$ cat src/rtl/irq_request_unit.sv
// Interrupt request conditioning: synchronizes external lines, latches rising-edge
// requests under a mask and presents them one at a time to the interrupt controller.
`ifndef INT_SIG_WIDTH
`define INT_SIG_WIDTH 4
`endif

module irq_request_unit #(
    parameter int SYNC_STAGES = 2,
    parameter int REQ_TIMEOUT = 15,
    localparam int W    = `INT_SIG_WIDTH,
    localparam int ID_W = (W > 1) ? $clog2(W) : 1
) (
    input  logic            clk,
    input  logic            rst,
    input  logic [W-1:0]    irq_in,
    input  logic [W-1:0]    irq_mask,
    input  logic            missed_clr,
    input  logic            ISR_running,
    output logic [W-1:0]    int_sig,
    output logic [W-1:0]    irq_pending,
    output logic [ID_W-1:0] irq_active_id,
    output logic [W-1:0]    irq_missed
);

    localparam int CNT_W = 8;

    typedef enum logic [1:0] {IDLE, REQ, SERVICE, COOLDOWN} state_t;

    state_t            state, state_nxt;
    logic [W-1:0]      sync_p [SYNC_STAGES];
    logic [W-1:0]      prev_p;
    logic [W-1:0]      edge_det, eligible, active;
    logic [W-1:0]      int_sig_nxt, pending_nxt, missed_nxt;
    logic [ID_W-1:0]   id_nxt, lowest_id;
    logic [CNT_W-1:0]  cnt, cnt_nxt;
    logic              ack;

    // Synchronizer chain and edge-detect history
    always_ff @(posedge clk) begin
        if (rst) begin
            for (int k = 0; k < SYNC_STAGES; k++) sync_p[k] <= '0;
            prev_p <= '0;
        end else begin
            sync_p[0] <= irq_in;
            for (int k = 1; k < SYNC_STAGES; k++) sync_p[k] <= sync_p[k-1];
            prev_p <= sync_p[SYNC_STAGES-1];
        end
    end

    assign edge_det = sync_p[SYNC_STAGES-1] & ~prev_p;
    assign eligible = irq_pending & ~irq_mask;
    assign active   = (state != IDLE) ? (W'(1) << irq_active_id) : '0;

    always_comb begin
        lowest_id = '0;
        for (int i = W - 1; i >= 0; i--) begin
            if (eligible[i]) lowest_id = ID_W'(i);
        end
    end

    always_comb begin
        state_nxt   = state;
        int_sig_nxt = int_sig;
        id_nxt      = irq_active_id;
        cnt_nxt     = cnt;
        ack         = 1'b0;
        case (state)
            IDLE: begin
                if (!ISR_running && |eligible) begin
                    id_nxt      = lowest_id;
                    int_sig_nxt = W'(1) << lowest_id;
                    cnt_nxt     = '0;
                    state_nxt   = REQ;
                end
            end
            REQ: begin
                if (ISR_running) begin
                    ack         = 1'b1;
                    int_sig_nxt = '0;
                    state_nxt   = SERVICE;
                end else if (irq_mask[irq_active_id] || cnt == CNT_W'(REQ_TIMEOUT)) begin
                    int_sig_nxt = '0;
                    state_nxt   = COOLDOWN;
                end else begin
                    cnt_nxt = cnt + 1'b1;
                end
            end
            SERVICE: begin
                if (!ISR_running) state_nxt = COOLDOWN;
            end
            COOLDOWN: state_nxt = IDLE;
            default:  state_nxt = IDLE;
        endcase
    end

    // An edge on a line that is pending or being handled is recorded as missed, never re-latched
    always_comb begin
        pending_nxt = irq_pending;
        missed_nxt  = missed_clr ? '0 : irq_missed;
        if (ack) pending_nxt[irq_active_id] = 1'b0;
        for (int i = 0; i < W; i++) begin
            if (edge_det[i] && !irq_mask[i]) begin
                if (!irq_pending[i] && !active[i]) pending_nxt[i] = 1'b1;
                else                               missed_nxt[i]  = 1'b1;
            end
        end
    end

    // Arbiter state and registered outputs
    always_ff @(posedge clk) begin
        if (rst) begin
            state         <= IDLE;
            int_sig       <= '0;
            irq_active_id <= '0;
            cnt           <= '0;
            irq_pending   <= '0;
            irq_missed    <= '0;
        end else begin
            state         <= state_nxt;
            int_sig       <= int_sig_nxt;
            irq_active_id <= id_nxt;
            cnt           <= cnt_nxt;
            irq_pending   <= pending_nxt;
            irq_missed    <= missed_nxt;
        end
    end

endmodule

$ cat config.mk
export PLATFORM = sky130hd
export DESIGN_NAME = irq_request_unit
export DESIGN_NICKNAME = d
export VERILOG_FILES = /design/src/rtl/irq_request_unit.sv
export SDC_FILE = /design/constraint.sdc
export NUM_CORES = 1
export LEC_CHECK = 0
export BUFFER_PORTS_ARGS = -buffer_cell sky130_fd_sc_hd__buf_2
export CORE_ASPECT_RATIO = 0.6
export CORE_MARGIN = 3
export CORE_UTILIZATION = 55
export DETAILED_ROUTE_END_ITERATION = 7
export PLACE_DENSITY = 0.79
export SLEW_MARGIN = 25
export SYNTH_ARGS = -nofsm -noshare
export SYNTH_HDL_FRONTEND = slang
export SYNTH_SLANG_ARGS = --single-unit
$ cat constraint.sdc
create_clock -name clk -period 1.9 [get_ports clk]
set_input_delay 0 -clock clk [delete_from_list [all_inputs] [get_ports clk]]
set_output_delay 0 -clock clk [all_outputs]
set_load 0.03 [all_outputs]
Yosys cells after proc, flatten, opt, wreduce, memory -nomap -nowiden
Memories as Yosys holds them, arrays and structs flattened.
Cells that the tools add are included.
{"block": "word_totals", "ramBits": 8, "output_inout_bits": 14, "elab_cells": 109, "input_bits": 12, "n_memories": 1, "ff_bits": 28}
{"name": "sync_p", "depth": 2, "word_bits": 4, "rd": 2, "rd_ports_with_merged_regs": 0, "write_ports": 2, "line_no": "30", "source": "logic [W-1:0] sync_p [SYNC_STAGES];"}
{"block": "op_classes", "bitwise_logic": 8, "reduce_logical": 32, "n_lt_le_gt_ge": 2, "add_sub_neg": 1, "muxes": 47, "shift": 2, "n_eq_ne": 9}
{"op": "two-way mux 4 bit", "n": 8}
{"op": "two-way mux 8 bit", "n": 3}
{"op": "two-way mux 1 bit", "n": 23}
{"op": "two-way mux 2 bit", "n": 8}
{"op": "one-hot mux 8 bit (2 select lines)", "n": 1}
{"op": "logical NOT 1 bit", "n": 13}
{"op": "AND 4 bit", "n": 3}
{"op": "inverter 4 bit", "n": 3}
{"op": "logical AND 1 bit", "n": 10}
{"op": "adder 8 x 1 -> 8 bit, second input constant", "n": 1}
{"op": "equality test 8 x 4 -> 1 bit, second input constant", "n": 1}
{"op": "inequality test 2 bit, second input constant", "n": 4}
{"op": "one-hot mux 2 bit (4 select lines)", "n": 1}
{"op": "one-hot mux 4 bit (2 select lines)", "n": 1}
{"op": "left shift 1 x 2 -> 4 bit, first input constant", "n": 2}
{"op": "AND reduction 3 bit", "n": 2}
{"op": "equality test 2 bit, second input constant", "n": 2}
{"op": "AND reduction 4 bit", "n": 1}
{"op": "nonzero test 2 bit", "n": 2}
{"op": "OR reduction 4 bit", "n": 1}
{"op": "less-than comparator 2 x 3 -> 1 bit, second input constant", "n": 1}
{"op": "inequality test 3 bit, second input constant", "n": 1}
{"op": "binary-select mux 1 bit (select 2 bit)", "n": 1}
{"op": "demux 1 bit (select 2 bit)", "n": 1}
{"op": "6 further kinds", "n": 7}

Logic depth before layout (Yosys ltp)
Gate-level depths: netlist of run 1.
{"block": "logic_depth", "depth_word": 9, "depth_mapped": 7, "mapped_depth_nobuf": 7}

Worst setup path after synthesis of run 1
OpenSTA, ideal clock, no wires.
{"block": "synth_timing", "path_type": "flip-flop to flip-flop", "from": "register irq_active_id[1]", "to": "register state[1]", "path_slack_ns": 0.095, "arrival_time_ns": 1.734, "period_less_slack_ns": 1.805, "setup_ns": 0.072, "stages_incl_launch_ff": 7, "path_buffers": 1, "path_cell_list": "dfxtp_1 > buf_2 > mux2i_1 > a22oi_2 > nor2_2 > a221oi_2 > mux2i_1"}
{"block": "synth_via", "elab_chain_len": 5}
{"element": "start, declared", "line_no": "21", "source": "output logic [ID_W-1:0] irq_active_id,"}
{"element": "start signal, assigned", "line_no": "121", "source": "irq_active_id <= id_nxt;"}
{"element": "binary-select mux 1 bit (select 2 bit)", "line_no": "81", "source": "end else if (irq_mask[irq_active_id] || cnt == CNT_W'(REQ_TIMEOUT)) begin"}
{"element": "two-way mux 1 bit (implied by the code)", "line_no": "81"}
{"element": "logical OR 1 bit", "line_no": "81"}
{"element": "inequality test 3 bit (no source line)"}
{"element": "AND reduction 3 bit (no source line)"}
{"element": "end signal, assigned", "line_no": "119", "source": "state <= state_nxt;"}
{"element": "end, declared", "line_no": "29", "source": "state_t state, state_nxt;"}
No other way between the ends. The select of a mux whose other input is x is not followed.
A chain may end at the register's enable or synchronous reset.

Worst setup path in the final report of run 1
{"block": "layout_timing", "from": "register cnt[5]", "to": "register state[1]"}
{"block": "layout_via", "elab_chain_len": 4}
{"element": "start, declared", "line_no": "35", "source": "logic [CNT_W-1:0] cnt, cnt_nxt;"}
{"element": "start signal, assigned", "line_no": "122", "source": "cnt <= cnt_nxt;"}
{"element": "equality test 8 x 4 -> 1 bit", "line_no": "81"}
{"element": "logical OR 1 bit", "line_no": "81"}
{"element": "inequality test 3 bit (no source line)"}
{"element": "AND reduction 3 bit (no source line)"}
No other way between the ends.

==> results of run 1 <==
[path summary, 6_finish.rpt]
kind,start,to
worst max-delay path,cnt[5],state[1]
worst max register to register,cnt[5],state[1]
worst min register to register,sync_p[0][1],sync_p[0][5]
worst min-delay path,missed_clr,irq_missed[3]
[cells by family after synthesis]
kind of cell | count (synthesis) | synth area share
adder cells (fa/ha/maj) | 5 | 0.0354
AO/OA/AOI/OAI | 55 | 0.215
AND/OR/NAND/NOR | 87 | 0.293
flip-flops | 36 | 0.407
multiplexers | 3 | 0.0170
buffers and inverters | 15 | 0.0325
[power groups by stage]
stage,sequential [mW],clock (mW),combinational [mW]
global placement,0.808,0,0.221
finish,0.793,0.564,0.260
detailed placement,0.809,0,0.233
CTS,0.792,0.575,0.241
global route,0.795,0.611,0.281
floorplan,0.819,0,0.144
[layer usage]
layer	wire (um)	vias up	share of wire
li1	-	802	-
met1	2100	790	0.47
met5	0	-	0
met3	365	14	0.081
met4	122	0	0.027
met2	1900	75	0.42
[per-stage QoR]
step | utilization | cells
floorplan | - | 201
global placement | 0.673 | 271
detailed placement | 0.673 | 271
CTS | 0.716 | 283
global route | 0.733 | 284
finish | 0.733 | 284
[cell usage in the layout, fill, tap and decap left out, types with 3 or more instances in the layout]
cell type       n
a21oi_1        12
a311oi_1        4
a31oi_1         3
buf_2          25
buf_4          11
clkbuf_8        6
dfxtp_1        35
dlygate4sd3_1   4
ha_1            4
inv_1           8
mux2i_1         3
nand2_1         9
nand2b_1       12
nand3_1         6
nand3b_1        4
nor2_1         10
nor2b_1        16
nor3_1          5
nor3b_1         5
nor4_1          3
o21ai_0        12
o21ai_1         3
o31ai_1         3
[sequential cells by signal (all words and copies together), names as in the netlist]
name,flops
prev_p,4
irq_pending,4
int_sig,4
irq_missed,4
sync_p,8
cnt,8
irq_active_id,2
state,2
[worst register-to-register path: cells and delay by family, from the launching register on]
| family | cells | cell delay [ns] |
|---|---|---|
| AO/OA/AOI/OAI | 1 | 0.35 |
| multiplexers | 1 | 0.23 |
| flip-flops | 1 | 0.36 |
| AND/OR/NAND/NOR | 3 | 0.85 |
[what timing repair did]
item,in CTS,in global routing
setup buffers,0,1
hold buffers,4,0
resized for setup,0,13
hold endpoints to repair,4,0
endpoints found under the setup margin,0,8
[final cells by class]
class,count,area share
Timing Repair Buffer,40,0.114
Multi-Input combinational cell,150,0.474
Sequential cell,36,0.332
Inverter,8,0.0138
Tap cell,42,0.0242
Clock buffer,8,0.0415
==> impl_metrics.env, run 1 <==
export IMPL_hold_depth=3
export IMPL_netlist_instances=201
export IMPL_grt_pass1_wl_mm=7.29
export IMPL_synth_flop_cell="dfxtp_1"
export IMPL_antenna_found_initial=0
export IMPL_drive_above_1_share=0.260
export IMPL_power_frac_seq=0.491
export IMPL_start_util=0.597
export IMPL_crit_path_end_kind="register"
export IMPL_netSwitchingFraction=0.270
export IMPL_detail_route_antenna_nets=0
export IMPL_pwr_share_comb=0.161
export IMPL_reg2reg_slack_ns=0.03
export IMPL_drc=0
export IMPL_grt_met2_usage=0.346
export IMPL_cts_made_buffers=5
export IMPL_hold_path_class="primary input to register"
export IMPL_finalHoldViolCount=2
export IMPL_p_sw_uw=436
export IMPL_fmax_ghz=0.536
export IMPL_fp_dieW_um=79.2
export IMPL_setup_tns_ns=0
export IMPL_io_pins=26
export IMPL_ctsRootBufferMaster="clkbuf_8"
export IMPL_critPathArrivalTime_ns=2.09
export IMPL_vias=1681
export IMPL_fin_crit_ns=1.87
export IMPL_slowest_delay_ns=0.55
export IMPL_p_leak_nw=0.822
export IMPL_nets=258
export IMPL_critPathSlowestCell="or4_1"
export IMPL_use_met3=0.0529
export IMPL_netlist_area_um2=1770
export IMPL_fillers=226
export IMPL_cts_tree="built"
export IMPL_syn_to_final_growth_pct=22.8
export IMPL_worstPathRequired_ns=2.12
export IMPL_regArea_um2=722
export IMPL_period_share=0.983
export IMPL_cap_viol_max_count=0
export IMPL_core_area_um2=2970
export IMPL_timing_hold_ws_ns=-0.00556
export IMPL_htree_levels=2
export IMPL_drt_iter0_drc=239
export IMPL_multiInputGateArea_um2=1030
export IMPL_top_usage_layer="met2"
export IMPL_gp_congestion=0.922
export IMPL_setup_viol_count_final=0
export IMPL_die_area_um2=3960
export IMPL_dr_pass1_iters=4
export IMPL_yosys_area_top_type="dfxtp_1"
export IMPL_syn_area_per_cell_um2=8.80
export IMPL_wirelength_mm=4.49
export IMPL_p_int_mw=1.18
export IMPL_yosysUniqueCellTypes=44
export IMPL_place_ws_ns=0.0817
export IMPL_crit_family="simple AND/OR/NAND/NOR gates"
export IMPL_total_power_mw=1.62
export IMPL_clk_pin_slew_ns=0.07
export IMPL_p_per_area_nw_per_um2=744
export IMPL_diodes=0
export IMPL_clockPowerShare=0.349
export IMPL_die_height_um=49.9
export IMPL_rows=15
export IMPL_yosys_top_cells_area="dfxtp_1 (41%), nor2b_1 (6.4%), nand2b_1 (4.2%)"
export IMPL_ys_warn_count=0
export IMPL_tightestPinTransition_ns=0.762
export IMPL_dpl_cell_area_um2=1990
export IMPL_port_buffers=25
export IMPL_slew_viol_final=0
export IMPL_crit_type="register to register"
export IMPL_synthArstFlopShare=0
export IMPL_synth_top_area_frac=0.407
export IMPL_crit_top_cell="nor2_2"
export IMPL_violations="hold timing"
export IMPL_synth_most_common_cell="dfxtp_1"
export IMPL_clock_skew_final_ns=0.00436
export IMPL_cp_depth=5
export IMPL_final_area_um2=2170
export IMPL_wl_per_cell_um=15.8
export IMPL_worst_ir_drop_vdd_v=0.000648
export IMPL_worst_r2r_path_depth=5
export IMPL_grt_use_met1=0.330
export IMPL_status="finished with violations"
export IMPL_syn_nets=218
export IMPL_grtUsageTotal=0.240
export IMPL_place_hpwl_mm=3.22
export IMPL_crit_buf_inv=0
export IMPL_clock_path_buffers=2
export IMPL_grt_max_degree=36
export IMPL_cts_sinks=36
export IMPL_setup_ws_ns=0.0331
export IMPL_worst_path_max_fanout=7
export IMPL_grt_pass1_vias=1545
export IMPL_clk_latency_ns=0.30
export IMPL_critPathLaunchType="register"
export IMPL_synth_ff_latch_count=36
export IMPL_slew_headroom=0.487
export IMPL_synth_edf_count=0
export IMPL_viasPerCell=5.92
export IMPL_cp_cell_sequence="or4_1 > nor2_2 > nor2_2 > a221oi_2 > mux2i_1"
export IMPL_overflow=0
export IMPL_synth_common_cells="dfxtp_1 (36), nor2b_1 (18), o21ai_0 (15), a21oi_1 (12), nand2b_1 (12)"
export IMPL_ys_seq_area_frac=0.407
Power figures use the tool's default switching activity.
==> run 2, diff against run 1 <==
- CORE_UTILIZATION: 55 -> 50
- PLACE_DENSITY: 0.79 -> 0.73
- RECOVER_POWER: default -> 25
- SLEW_MARGIN: 25 -> default
==> run 2 against run 1 <==
  * The flow now finishes without violations
  * Fmax grew 5.8%
  * Clock power fell by 2%
  * Global-route usage is 2.0 points lower
  * Worst hold slack improved by 0.014 ns
  * Combinational power is essentially flat
  * Final cell count up 4.6%
  * Via count down 2.6%
  * Die area is 9.0% higher
  * Critical path depth is 2 higher
  * Critical path type unchanged
==> impl_metrics.env, run 2 (synthesis results as in run 1) <==
export IMPL_wl_per_cell_um=14.5
export IMPL_cts_sinks=36
export IMPL_cap_viol_max_count=0
export IMPL_setup_viol_count_final=0
export IMPL_reg2reg_slack_ns=0.14
export IMPL_wirelength_mm=4.31
export IMPL_detail_route_antenna_nets=0
export IMPL_syn_to_final_growth_pct=25.8
export IMPL_nets=268
export IMPL_period_share=0.929
export IMPL_rows=16
export IMPL_dpl_cell_area_um2=2070
export IMPL_overflow=0
export IMPL_cts_tree="built"
export IMPL_p_per_area_nw_per_um2=719
export IMPL_port_buffers=25
export IMPL_layout_top_registers="cnt: 8 flops, sync_p: 8 flops"
export IMPL_fin_crit_ns=1.76
export IMPL_fmax_ghz=0.567
export IMPL_clock_skew_final_ns=0.00505
export IMPL_final_cell_mix="dfxtp_1 (35), buf_2 (25), buf_4 (21)"
export IMPL_clock_path_buffers=2
export IMPL_clockPowerShare=0.343
export IMPL_holdCritStartpoint="missed_clr"
export IMPL_critPathArrivalTime_ns=1.96
export IMPL_rsz0062_at_grt="false"
export IMPL_vias=1637
export IMPL_die_height_um=52.1
export IMPL_crit_family="simple AND/OR/NAND/NOR gates"
export IMPL_final_area_um2=2230
export IMPL_status="complete, no violations"
export IMPL_drive_above_1_share=0.278
export IMPL_htree_levels=2
export IMPL_viasPerCell=5.51
export IMPL_hold_path_class="primary input to register"
export IMPL_p_leak_nw=0.857
export IMPL_r2r_start="state[1]"
export IMPL_finalHoldViolCount=0
export IMPL_drt_iter0_drc=159
export IMPL_tightestPinTransition_ns=0.474
export IMPL_pwr_share_comb=0.164
export IMPL_dp_cells=284
export IMPL_slowest_delay_ns=0.44
export IMPL_grtUsageTotal=0.221
export IMPL_total_power_mw=1.60
export IMPL_p_sw_uw=449
export IMPL_grt_pass1_vias=1406
export IMPL_gp_congestion=0.886
export IMPL_worst_ir_drop_vdd_v=0.000467
export IMPL_antenna_found_initial=0
export IMPL_clk_pin_slew_ns=0.08
export IMPL_cp_cell_sequence="inv_1 > ha_1 > nor2b_2 > o41a_1 > or3_4 > a21o_1 > o31ai_1"
export IMPL_cts_made_buffers=5
export IMPL_netSwitchingFraction=0.281
export IMPL_die_area_um2=4310
export IMPL_p_int_mw=1.15
export IMPL_crit_type="register to register"
export IMPL_drc=0
export IMPL_dr_pass1_iters=4
export IMPL_critPathSlowestCell="or3_4"
export IMPL_clk_latency_ns=0.29
export IMPL_slew_viol_final=0
export IMPL_grt_pass1_wl_mm=7.02
export IMPL_final_common_cell="dfxtp_1"
export IMPL_fp_dieW_um=82.8
export IMPL_core_area_um2=3320
export IMPL_ctsRootBufferMaster="clkbuf_8"
export IMPL_setup_tns_ns=0
export IMPL_worstPathRequired_ns=2.10
export IMPL_power_frac_seq=0.493
export IMPL_critPathLaunch="state[1]"
export IMPL_fillers=287
export IMPL_critPathLaunchType="register"
export IMPL_slew_headroom=0.684
export IMPL_grt_max_degree=23
export IMPL_fin_cells=297
export IMPL_place_hpwl_mm=3.19
export IMPL_crit_buf_inv=1
export IMPL_diodes=0
export IMPL_worst_path_max_fanout=6
export IMPL_start_util=0.532
export IMPL_io_pins=26
export IMPL_crit_path_end_kind="register"
run 2: timing repair:
action | in CTS | in global routing
buffers inserted | 0 | 1
hold buffers | 4 | 0
endpoints found under the setup margin | 0 | 10
gates resized for setup | 0 | 4
endpoints found under the hold margin | 4 | 0
run 2: worst register-to-register path, cell delays in order, from the launching register on:
cell	delay (ns)
dfxtp_2	0.36
inv_1	0.08
ha_1	0.21
nor2b_2	0.18
o41a_1	0.18
or3_4	0.44
a21o_1	0.17
o31ai_1	0.06
run 2: worst paths after layout:
path,end,depth (start not counted)
setup / recovery,cnt[4],7
hold / removal,irq_missed[0],3
setup reg to reg,cnt[4],7
hold reg to reg,sync_p[0][7],1
run 2: area by class of cell:
cell class	instances	area, um^2	share of cell area
Multi-Input combinational cell	150	1000	0.450
Inverter	8	30.0	0.0135
Sequential cell	36	722	0.324
Timing Repair Buffer	50	323	0.145
Clock buffer	5	68.8	0.0309
Tap cell	45	56.3	0.0253
Clock inverter	3	23.8	0.0107
run 2: metrics by stage:
stage,util,setup slack [ns],hold WS (ns)
after floorplan,-,0.0946,0.128
after global placement,0.624,0.105,0.209
after detailed placement,0.624,0.0676,0.215
after CTS,0.664,0.0633,0.0125
after global routing,0.670,0.00308,0.0226
final,0.670,0.136,0.00794
run 2: per-layer routing:
| layer | wire [um] | vias to the layer above | GRT usage |
|---|---|---|---|
| met5 | 0 | - | 0 |
| met4 | 0 | 0 | 0.0408 |
| met3 | 357 | 0 | 0.0640 |
| met2 | 1600 | 67 | 0.270 |
| met1 | 2350 | 745 | 0.363 |
| li1 | - | 825 | - |
run 2: power groups by stage:
stage          registers (mW)  clock network, mW  logic [mW]
3_5_place_dp            0.806                  0       0.246
3_3_place_gp            0.805                  0       0.246
4_1_cts                 0.789              0.564       0.254
6_report                0.789              0.550       0.263
2_1_floorplan           0.819                  0       0.144
5_1_grt                 0.792              0.608       0.289
==> run 3, diff against run 2 <==
- BUFFER_PORTS_ARGS: -buffer_cell sky130_fd_sc_hd__buf_2 -> -buffer_cell sky130_fd_sc_hd__buf_4
- CELL_PAD_IN_SITES_DETAIL_PLACEMENT: default -> 0
- CELL_PAD_IN_SITES_GLOBAL_PLACEMENT: default -> 1
- CORE_UTILIZATION: 50 -> 42
- PLACE_DENSITY: 0.73 -> 0.8
- TNS_END_PERCENT: default -> 10
==> run 3 against run 2 <==
  * Flip-flop and latch count unchanged
  * Critical endpoint is now state[0]
  * Clock power grew 24%
  * Clock skew shrank 0.0013 ns
  * First-iteration DRC count decreased by 20%
  * Final cell count up 1.0%
  * Sequential share of layout area decreased by 0.57 points
  * Sequential power increased by 0.5%
  * Largest cell class unchanged
  * Count of clock-buffer cells in the layout unchanged
  * Via count down 1.3%
  * Core utilization shrank 8.1 points
==> impl_metrics.env, run 3 (synthesis results as in run 1) <==
export IMPL_status="complete, no violations"
export IMPL_dr_pass1_iters=4
export IMPL_p_per_area_nw_per_um2=766
export IMPL_worstPathRequired_ns=2.06
export IMPL_timing_hold_ws_ns=0.0503
export IMPL_r2r_start="cnt[7]"
export IMPL_critPathArrivalTime_ns=2.03
export IMPL_met3_length_um=343
export IMPL_htree_levels=2
export IMPL_finalHoldViolCount=0
export IMPL_fmax_ghz=0.536
export IMPL_drive_above_1_share=0.259
export IMPL_wirelength_mm=4.36
export IMPL_cts_made_buffers=5
export IMPL_layout_top_registers="cnt: 8 flops, sync_p: 8 flops"
export IMPL_dp_cells=286
export IMPL_setup_ws_ns=0.0327
export IMPL_rows=17
export IMPL_wl_per_cell_um=14.5
export IMPL_diodes=0
export IMPL_cts_tree="built"
export IMPL_crit_top_cell="nor2_2"
export IMPL_min_to="irq_pending[3]"
export IMPL_grt_max_degree=36
export IMPL_dr_max_layer_used="met4"
export IMPL_slew_viol_final=0
export IMPL_rsz0062_at_grt="true"
export IMPL_m1WireLength_mm=2.29
export IMPL_reg2reg_slack_ns=0.03
export IMPL_gp_congestion=0.887
export IMPL_crit_path_end_kind="register"
export IMPL_core_area_um2=3850
export IMPL_critPathSlowestCell="or4_1"
export IMPL_r2r_end="state[0]"
export IMPL_overflow=0
export IMPL_hold_path_class="primary input to register"
export IMPL_worst_path_max_fanout=7
export IMPL_fin_crit_ns=1.87
export IMPL_ctsRootBufferMaster="clkbuf_8"
export IMPL_grtUsageTotal=0.179
export IMPL_grt_pass1_vias=1464
export IMPL_cp_cell_sequence="or4_1 > nor2_2 > nor2_2 > a221oi_2 > a221oi_1"
export IMPL_place_hpwl_mm=3.15
export IMPL_place_ws_ns=0.0272
export IMPL_clock_path_buffers=2
export IMPL_port_buffers=25
export IMPL_period_share=0.983
export IMPL_holdCritStartpoint="irq_mask[3]"
export IMPL_grt_pass1_wl_mm=7.27
export IMPL_viasPerCell=5.38
export IMPL_wl_met2_mm=1.67
export IMPL_clock_skew_final_ns=0.00373
export IMPL_vias=1615
export IMPL_crit_type="register to register"
export IMPL_cts_sinks=36
export IMPL_final_util=0.589
export IMPL_fp_dieW_um=89.8
export IMPL_die_area_um2=5050
export IMPL_drt_iter0_drc=127
export IMPL_worst_r2r_path_depth=5
export IMPL_io_pins=26
export IMPL_drc=0
export IMPL_slew_headroom=0.569
export IMPL_clk_pin_slew_ns=0.08
export IMPL_fillers=346
export IMPL_final_common_cell="dfxtp_1"
export IMPL_fin_cells=300
export IMPL_final_cell_mix="dfxtp_1 (35), buf_4 (33), nor2b_1 (17)"
export IMPL_detail_route_antenna_nets=0
export IMPL_setup_viol_count_final=0
export IMPL_tightestPinTransition_ns=0.641
export IMPL_antenna_found_initial=0
export IMPL_clk_latency_ns=0.30
export IMPL_die_height_um=56.3
export IMPL_cap_viol_max_count=0
export IMPL_syn_to_final_growth_pct=28.1
export IMPL_slowest_delay_ns=0.58
export IMPL_worst_ir_drop_vdd_v=0.000453
export IMPL_p_leak_nw=0.831
export IMPL_nets=259
export IMPL_start_util=0.460
export IMPL_critPathLaunchType="register"
export IMPL_hold_depth=4
run 3: changes by cell type in the layout (fill, tap and decap cells not counted), moves of 2 or more:
cell / change
o21ai_2: +2
clkbuf_4: +3
o21ai_0: -2
buf_4: +12
buf_2: -25
run 3: layout make-up:
| class | count | area [um^2] | share of cell area |
|---|---|---|---|
| clock buffers | 5 | 68.8 | 0.0304 |
| multi-input cells | 150 | 1010 | 0.446 |
| clock inverters | 3 | 42.5 | 0.0188 |
| flip-flops and latches | 36 | 722 | 0.319 |
| repair buffers | 41 | 320 | 0.141 |
| well taps | 57 | 71.3 | 0.0315 |
| inverters | 8 | 30.0 | 0.0133 |
run 3: how the worst max path moves through the flow:
stage / startpoint / endpoint / slack [ns] / depth (start not counted)
after floorplan: irq_active_id[1] / state[1] / 0.09 / 6
after global placement: cnt[7] / state[0] / 0.07 / 5
after detailed placement: state[0] / state[0] / 0.03 / 8
after CTS: state[1] / state[0] / 0.0007 / 8
after global routing: cnt[7] / state[1] / -0.05 / 5
final: cnt[7] / state[0] / 0.03 / 5
run 3: routing by layer:
layer / GRT usage / vias to the layer above
met5: 0 / -
met4: 0.0808 / 0
met3: 0.0522 / 7
met2: 0.233 / 65
met1: 0.267 / 741
li1: - / 802
run 3: metrics by stage:
| stage | power [mW] | setup TNS [ns] | cell area (um^2) |
|---|---|---|---|
| 2_1_floorplan | 0.963 | 0 | 1770 |
| 3_3_place_gp | 1.04 | 0 | 2080 |
| 3_5_place_dp | 1.05 | 0 | 2080 |
| 4_1_cts | 1.74 | 0 | 2240 |
| 5_1_grt | 1.80 | -0.109 | 2270 |
| 6_report | 1.73 | 0 | 2270 |
run 3: power by group:
part / switching (mW) / internal (mW) / total [mW]
clock: 0.294 / 0.388 / 0.682
combinational: 0.147 / 0.113 / 0.260
sequential: 0.0150 / 0.778 / 0.793
total: 0.456 / 1.28 / 1.73
run 3: critical path, delay by kind of cell (launching register included):
family	cells	cell delay, ns
AOI/OAI and AO/OA	2	0.53
DFF	1	0.34
and+or+nand+nor	3	0.86
run 3: timing repair:
item                                   in CTS  in global routing
buffers inserted                            0                  1
gates resized for setup                     0                  9
endpoints found under the hold margin       8                  0
setup endpoints to repair                   0                  8
hold buffers                                5                  0
